==> config.mk <==
export PLATFORM = sky130hd
export DESIGN_NAME = mem_port_arbiter
export DESIGN_NICKNAME = d
export VERILOG_FILES = /design/src/rtl/mem_arb_pkg.sv /design/src/rtl/mem_port_arbiter.sv
export SDC_FILE = /design/constraint.sdc
export NUM_CORES = 1
export LEC_CHECK = 0
export ABC_AREA = 1
export CORE_ASPECT_RATIO = 0.5
export CORE_MARGIN = 4
export CORE_UTILIZATION = 45
export CTS_CLUSTER_DIAMETER = 30
export CTS_CLUSTER_SIZE = 40
export DETAILED_ROUTE_END_ITERATION = 10
export PLACE_DENSITY = 0.85
export SLEW_MARGIN = 20
export SYNTH_ARGS = -nofsm -noshare
export SYNTH_HDL_FRONTEND = slang
export SYNTH_SLANG_ARGS = --single-unit
export TNS_END_PERCENT = 30
==> constraint.sdc <==
create_clock -name clk -period 3.6 [get_ports clk]
set_clock_uncertainty 0.15 [all_clocks]
set_input_delay 0.72 -clock clk [delete_from_list [all_inputs] [get_ports clk]]
set_output_delay 0.72 -clock clk [all_outputs]
set_load 0.1 [all_outputs]
==> src/rtl/mem_arb_pkg.sv <==
`default_nettype none
// ============================================================================
//  Module   : mem_arb_pkg
//  Purpose  : Shared types and constants for the unified memory-port arbiter.
//             Provides the arbiter state encoding, the access-size encodings
//             and the size used for instruction fetches.
//  Revision : 1.0 - initial release
// ============================================================================
package mem_arb_pkg;

   typedef enum logic [1:0] {
      ST_IDLE       = 2'd0,
      ST_DATA_WAIT  = 2'd1,
      ST_FETCH_WAIT = 2'd2,
      ST_FETCH_DROP = 2'd3
   } arb_state_e;

   localparam logic [1:0] SZ_BYTE    = 2'b00;
   localparam logic [1:0] SZ_HALF    = 2'b01;
   localparam logic [1:0] SZ_WORD    = 2'b10;
   localparam logic [1:0] FETCH_SIZE = SZ_WORD;

   // The reserved encoding 11 is presented to memory as a word access.
   function automatic logic [1:0] norm_size(input logic [1:0] sz);
      return (sz == 2'b11) ? SZ_WORD : sz;
   endfunction

endpackage : mem_arb_pkg
`default_nettype wire

==> src/rtl/mem_port_arbiter.sv <==
`default_nettype none
// ============================================================================
//  Module   : mem_port_arbiter
//  Purpose  : Arbitrates one unified instruction/data memory port between the
//             IF-stage fetch requester and the MEM-stage load/store requester.
//             Data has priority; a saturating burst counter forces a fetch
//             grant after MAX_DATA_BURST consecutive data grants while a fetch
//             waits. A flush cancels an in-flight fetch but still retires the
//             memory access so the port is never left mid-transaction.
//  Ports    :
//    clk, rst                   clock, asynchronous active-low reset
//    if_req/if_addr/if_flush    fetch request, address, cancel
//    if_ready/if_rdata          fetch completion pulse and word
//    dm_req/dm_we/dm_size/
//    dm_addr/dm_wdata           data request and attributes
//    dm_ready/dm_rdata          data completion pulse and raw load word
//    mem_req/mem_we/mem_size/
//    mem_addr/mem_wdata         registered memory access strobe/attributes
//    mem_ack/mem_rdata          memory completion and read data
//    busy                       arbiter not idle
//  Revision : 1.0 - initial release
// ============================================================================
module mem_port_arbiter
   import mem_arb_pkg::*;
#(
   parameter int ADDR_W         = 8,
   parameter int DATA_W         = 32,
   parameter int MAX_DATA_BURST = 4
) (
   input  logic              clk,
   input  logic              rst,
   input  logic              if_req,
   input  logic [ADDR_W-1:0] if_addr,
   input  logic              if_flush,
   output logic              if_ready,
   output logic [DATA_W-1:0] if_rdata,
   input  logic              dm_req,
   input  logic              dm_we,
   input  logic [1:0]        dm_size,
   input  logic [ADDR_W-1:0] dm_addr,
   input  logic [DATA_W-1:0] dm_wdata,
   output logic              dm_ready,
   output logic [DATA_W-1:0] dm_rdata,
   output logic              mem_req,
   output logic              mem_we,
   output logic [1:0]        mem_size,
   output logic [ADDR_W-1:0] mem_addr,
   output logic [DATA_W-1:0] mem_wdata,
   input  logic              mem_ack,
   input  logic [DATA_W-1:0] mem_rdata,
   output logic              busy
);

   localparam int                 BURST_W   = $clog2(MAX_DATA_BURST + 1);
   localparam logic [BURST_W-1:0] BURST_MAX = BURST_W'(MAX_DATA_BURST);

   arb_state_e          state_q,     state_d;
   logic [BURST_W-1:0]  burst_cnt_q, burst_cnt_d;
   logic                mem_req_q,   mem_req_d;
   logic                mem_we_q,    mem_we_d;
   logic [1:0]          mem_size_q,  mem_size_d;
   logic [ADDR_W-1:0]   mem_addr_q,  mem_addr_d;
   logic [DATA_W-1:0]   mem_wdata_q, mem_wdata_d;
   logic                if_ready_q,  if_ready_d;
   logic [DATA_W-1:0]   if_rdata_q,  if_rdata_d;
   logic                dm_ready_q,  dm_ready_d;
   logic [DATA_W-1:0]   dm_rdata_q,  dm_rdata_d;

   logic fetch_elig;
   logic burst_at_max;
   logic retiring;

   assign fetch_elig   = if_req & ~if_flush;
   assign burst_at_max = (burst_cnt_q == BURST_MAX);
   // While a ready pulse is out, the requester is still holding its old
   // request; no grant is made in that cycle so it is not served twice.
   assign retiring     = if_ready_q | dm_ready_q;

   always_comb begin
      state_d     = state_q;
      burst_cnt_d = burst_cnt_q;
      mem_req_d   = mem_req_q;
      mem_we_d    = mem_we_q;
      mem_size_d  = mem_size_q;
      mem_addr_d  = mem_addr_q;
      mem_wdata_d = mem_wdata_q;
      if_ready_d  = 1'b0;
      if_rdata_d  = if_rdata_q;
      dm_ready_d  = 1'b0;
      dm_rdata_d  = dm_rdata_q;

      case (state_q)
         ST_IDLE: begin
            if (!retiring) begin
               if (dm_req && !(burst_at_max && fetch_elig)) begin
                  state_d     = ST_DATA_WAIT;
                  mem_req_d   = 1'b1;
                  mem_we_d    = dm_we;
                  mem_size_d  = norm_size(dm_size);
                  mem_addr_d  = dm_addr;
                  mem_wdata_d = dm_wdata;
                  if (if_req && !burst_at_max) begin
                     burst_cnt_d = burst_cnt_q + 1'b1;
                  end
               end else if (fetch_elig) begin
                  state_d     = ST_FETCH_WAIT;
                  mem_req_d   = 1'b1;
                  mem_we_d    = 1'b0;
                  mem_size_d  = FETCH_SIZE;
                  mem_addr_d  = if_addr;
                  mem_wdata_d = '0;
                  burst_cnt_d = '0;
               end
            end
         end
         ST_DATA_WAIT: begin
            if (mem_ack) begin
               state_d    = ST_IDLE;
               mem_req_d  = 1'b0;
               dm_ready_d = 1'b1;
               dm_rdata_d = mem_rdata;
            end
         end
         ST_FETCH_WAIT: begin
            if (mem_ack) begin
               state_d   = ST_IDLE;
               mem_req_d = 1'b0;
               if (!if_flush) begin
                  if_ready_d = 1'b1;
                  if_rdata_d = mem_rdata;
               end
            end else if (if_flush) begin
               state_d = ST_FETCH_DROP;
            end
         end
         ST_FETCH_DROP: begin
            // Access already issued: finish it on the bus, throw the data away.
            if (mem_ack) begin
               state_d   = ST_IDLE;
               mem_req_d = 1'b0;
            end
         end
         default: begin
            state_d   = ST_IDLE;
            mem_req_d = 1'b0;
         end
      endcase

      // With no fetch waiting there is nothing to protect from starvation.
      if (!if_req) begin
         burst_cnt_d = '0;
      end
   end

   always_ff @(posedge clk or negedge rst) begin
      if (!rst) begin
         state_q     <= ST_IDLE;
         burst_cnt_q <= '0;
         mem_req_q   <= 1'b0;
         mem_we_q    <= 1'b0;
         mem_size_q  <= 2'b00;
         mem_addr_q  <= '0;
         mem_wdata_q <= '0;
         if_ready_q  <= 1'b0;
         if_rdata_q  <= '0;
         dm_ready_q  <= 1'b0;
         dm_rdata_q  <= '0;
      end else begin
         state_q     <= state_d;
         burst_cnt_q <= burst_cnt_d;
         mem_req_q   <= mem_req_d;
         mem_we_q    <= mem_we_d;
         mem_size_q  <= mem_size_d;
         mem_addr_q  <= mem_addr_d;
         mem_wdata_q <= mem_wdata_d;
         if_ready_q  <= if_ready_d;
         if_rdata_q  <= if_rdata_d;
         dm_ready_q  <= dm_ready_d;
         dm_rdata_q  <= dm_rdata_d;
      end
   end

   assign mem_req   = mem_req_q;
   assign mem_we    = mem_we_q;
   assign mem_size  = mem_size_q;
   assign mem_addr  = mem_addr_q;
   assign mem_wdata = mem_wdata_q;
   assign if_ready  = if_ready_q;
   assign if_rdata  = if_rdata_q;
   assign dm_ready  = dm_ready_q;
   assign dm_rdata  = dm_rdata_q;
   assign busy      = (state_q != ST_IDLE);

endmodule : mem_port_arbiter
`default_nettype wire
* Word-level counts from Yosys, hierarchy flattened *
Index checks and enable logic that the tools add are counted.

storage, ports and cells
  word-level logic and storage cells = 77
  register bits after elaboration = 115
  output and inout port bits = 111

operators by class
  reductions and logical operators = 16
  mux-type cells = 31
  equal/unequal tests = 14
  $add $sub $neg = 1
  bitwise gates (word level) = 4

operators by type and width
  cell                 count
  $mux 32              2
  $mux 3               6
  $mux 2               8
  $mux 8               2
  $mux 1               11
  $reduce_and 3->1     3
  $reduce_and 4->1     2
  $eq 2x2->1 const B   3
  $ne 2x1->1 const B   3
  $ne 3x3->1 const B   2
  $pmux 2 s3           1
  $ne 2x2->1 const B   2
  $reduce_bool 2->1    2
  $add 3x1->3 const B  1
  $eq 3x3->1 const B   1
  $logic_and 1x1->1    3
  $ne 3x1->1 const B   1
  $ne 3x2->1 const B   1
  $reduce_or 3->1      1
  $eq 2x1->1 const B   1
  $logic_not 1->1      2
  $logic_not 2->1      1
  $not 1->1            2
  $pmux 1 s2           1
  other kinds (4)      4

* Depth between registers and ports, before layout *
  word-level depth = 9
  mapped depth = 10

* Least setup slack after synthesis *
No wires, ideal clock.

  kind = register to register
  start = register dm_ready_q (netlist: dm_ready)
  end = register mem_wdata_q[10] (netlist: mem_wdata[10])
  period minus slack after synthesis = 2017 ps
  path buffers = 1
  cell stages (with the launch flop) = 8
  data arrival time = 1799 ps
  slack = 1583 ps
  cells stage by stage = dfrtp_1 nor2_1 inv_1 nor2_4 nand2_4 clkbuf_1 nand2_1 nand2_1

between the ends
  cells in the longest elaborated chain, start to end = 3

ends and longest elaborated chain
  item                               line                     RTL
  start, declared                    mem_port_arbiter.sv:66   logic dm_ready_q, dm_ready_d;
  start signal, assigned             mem_port_arbiter.sv:178  dm_ready_q <= dm_ready_d;
  $or 1x1->1                         mem_port_arbiter.sv:77   assign retiring = if_ready_q | dm_ready_q;
  $not 1->1 (no source line)         n/a
  $reduce_and 3->1 (no source line)  n/a
  end signal, assigned               mem_port_arbiter.sv:175  mem_wdata_q <= mem_wdata_d;
  end, declared                      mem_port_arbiter.sv:63   logic [DATA_W-1:0] mem_wdata_q, mem_wdata_d;

No other way between the ends.
A chain may end at the register's enable or synchronous reset.

* Final worst setup path *
  start = register mem_wdata_q[12] (netlist: mem_wdata[12])
  end = output mem_wdata[12]

RTL lines
  item           line                    RTL
  end, declared  mem_port_arbiter.sv:48  output logic [DATA_W-1:0] mem_wdata,

No word-level cell between the ends.

==> impl_metrics.toml <==
[clock_tree]
clock_sinks = 115
clockBufferDepth = 2
worst_skew_pair.late_latency_ns = 0.40
cts_made_buffers = 17
cts.clk_slew.worst_paths_ns = 0.06
cts_setup_buffers = 0
cts_hold_buffers = 0
post_cts_resized = 0
htreeDepth = 4
cts_tree = "built"
cts-root-buf = "clkbuf_16"

[placed_design]
portBuffers = 199
hpwl_mm = 9.16
gp_congestion = 0.892

[route]
initialDrtViolationCount = 281
routed_wl_mm = 13.3
firstDrtPassIters = 4
via_per_inst = 4.78
drc = 0
ant_nets = 0
avgRoutedWirePerCell_um = 15.4
vias = 4142

[die]
rows = 25
io_pins = 200
die_h_um = 79.7
start_util_pct = 47.6
die_w_um = 151
core-area_um2 = 9730
die-area_um2 = 12100

[global_routing]
grt_max_degree = 59
antenna_found_initial = 0
grt_pass1_wl_mm = 21.6
grt_remaining_overflow = 0
grt_pass1_vias = 4430
grt.total_usage_pct = 22.9

[synth]
syn_avg_cell_area_um2 = 8.96
syn-cell-area_um2 = 4630
yosys_most_used_dff = "dfrtp_1"
syn_nets = 608
synthDistinctLibCells = 21
syn_inst = 517
synthMuxAreaShare_pct = 0
synth_most_common_cell = "nand2_1"
synthSimpleGateAreaFrac_pct = 22.7
synth_edf_count = 0
synth_area_leader_cell = "dfrtp_1"
synth_top_family_by_area = "simple AND/OR/NAND/NOR gates"
ys_seq_area_share_pct = 62.1
ys_top_cells_by_count = "nand2_1, dfrtp_1, inv_1, o21ai_0, o21ai_1"
synth.area.top_cells = "dfrtp_1, nand2_1, o21ai_0, inv_1, o21ai_1"
synth-seq-cells = 115
yosys_warnings = 0
yosys.area_share.adder_pct = 0.540
synth_xor_area_share_pct = 0.189
synth_compound_area_share_pct = 7.35
synth_top_area_share_pct = 62.1
ys_async_sr_fraction_pct = 100

[finish]
num_antenna_cells = 0
synthToLayoutAreaGrowth_pct = 55.7
fillerInstances = 689
drive_gt1_share_pct = 13.5
final_util_pct = 74.1
nets = 809

[worst_setup_path]
cp-start-kind = "register"
critical_path_arrival_ns = 1.92
worstPathRequired_ns = 2.73
rrSetupSlack_ns = 1.35
cpPeakStageDelay_ns = 1.15
endpoint_kind = "output pin"
critPathSlowestCell = "clkdlybuf4s50_1"
path_cells = "clkdlybuf4s50_1"
critPathMaxFanout = 2
path_buf_inv = 1
worstSetupPathType = "register to output pin"
critPathTopFamily = "buffers and inverters"

[timing]
finalSetupViolations = 0
fin_crit_sh_pct = 77.5
min_period_ns = 2.79
tightest_slew_ns = 0.986
slew_headroom_pct = 34.1
report.final.slew_viol_count = 0
tns_ns = 0
hold_viol = 0
rsz0062_at_grt = "false"
fmax_mhz = 358

[hold_path]
hold_path.class = "input port to async pin"

[flow_run]
maxCapViolations = 0

[status]
status = "finished, final reports clean"
[flip-flops by register name, indices dropped and copies added (netlist names)]
| register | count |
|---|---|
| state_q | 2 |
| dm_rdata | 32 |
| mem_wdata | 32 |
| if_rdata | 32 |
| dm_ready | 1 |
| if_ready | 1 |
| mem_we | 1 |
| burst_cnt_q | 3 |
| mem_size | 2 |
| mem_addr | 8 |
| mem_req | 1 |
[cells by family after synthesis]
logic type      Yosys count
simple gates            254
compound gates           68
xor+xnor                  1
flops                   115
buf+inv                  77
fa+ha+maj                 2
[metal layers]
| layer | global-route usage (%) | up-vias | share of wire (%) | wire length (µm) |
|---|---|---|---|---|
| met1 | 26.2 | 1973 | 39 | 5140 |
| met4 | 10.4 | 0 | 3.2 | 427 |
| met2 | 41.1 | 127 | 54 | 7130 |
| li1 | - | 2003 | - | - |
| met3 | 5.33 | 39 | 4.6 | 606 |
| met5 | 0 | - | 0 | 0 |
[cell type report]
class	count	area [µm²]	share of cell area [%]
Sequential cell	115	2880	39.9
Timing Repair Buffer	206	1910	26.5
Clock inverter	14	186	2.59
Multi-Input combinational cell	325	1440	19.9
Clock buffer	18	429	5.95
Tap cell	135	169	2.34
Inverter	53	199	2.76
[through the flow]
step	setup slack, ns	instance area (µm²)	hold WS (ns)	cells
3_5_place_dp	0.770	6600	0.315	834
2_1_floorplan	1.58	4630	0.274	517
6_report	0.809	7210	0.240	866
4_1_cts	0.800	7210	0.255	866
5_1_grt	0.762	7210	0.290	866
3_3_place_gp	0.877	6600	0.313	834
[cells in the final DEF, fill, tap and decap left out]
| cell type | instances |
|---|---|
| nand3b_1 | 8 |
| clkinvlp_4 | 5 |
| clkbuf_16 | 17 |
| xnor2_1 | 1 |
| inv_6 | 1 |
| nor2_2 | 1 |
| nor2_8 | 1 |
| o21ai_0 | 46 |
| inv_1 | 52 |
| clkdlybuf4s50_1 | 147 |
| ha_1 | 2 |
| clkbuf_1 | 1 |
| nor2_1 | 6 |
| clkinv_2 | 4 |
| nor2_4 | 2 |
| nand2_2 | 1 |
| buf_4 | 59 |
| nand3_2 | 2 |
| o21ai_1 | 22 |
| nand3_1 | 18 |
| nand2_4 | 1 |
| dfrtp_1 | 115 |
| nand2_1 | 214 |
| bufinv_16 | 4 |
| inv_2 | 1 |
[worst paths after layout]
kind	startpoint	to	cells past startpoint
max reg2reg	burst_cnt_q[0]$_DFFE_PN0P_	mem_wdata[0]$_DFFE_PN0P_	9
min reg2reg	mem_wdata[24]$_DFFE_PN0P_	mem_wdata[24]$_DFFE_PN0P_	2
max in group asynchronous	rst	mem_size[1]$_DFFE_PN0P_	2
max	mem_wdata[12]$_DFFE_PN0P_	mem_wdata[12]	1
min	rst	if_rdata[29]$_DFFE_PN0P_	1
min in group clk	mem_wdata[24]$_DFFE_PN0P_	mem_wdata[24]$_DFFE_PN0P_	2
Power is left out: the tool's default activity adds up to more than one toggle a clock period on the data nets, which glitch-free logic cannot reach.
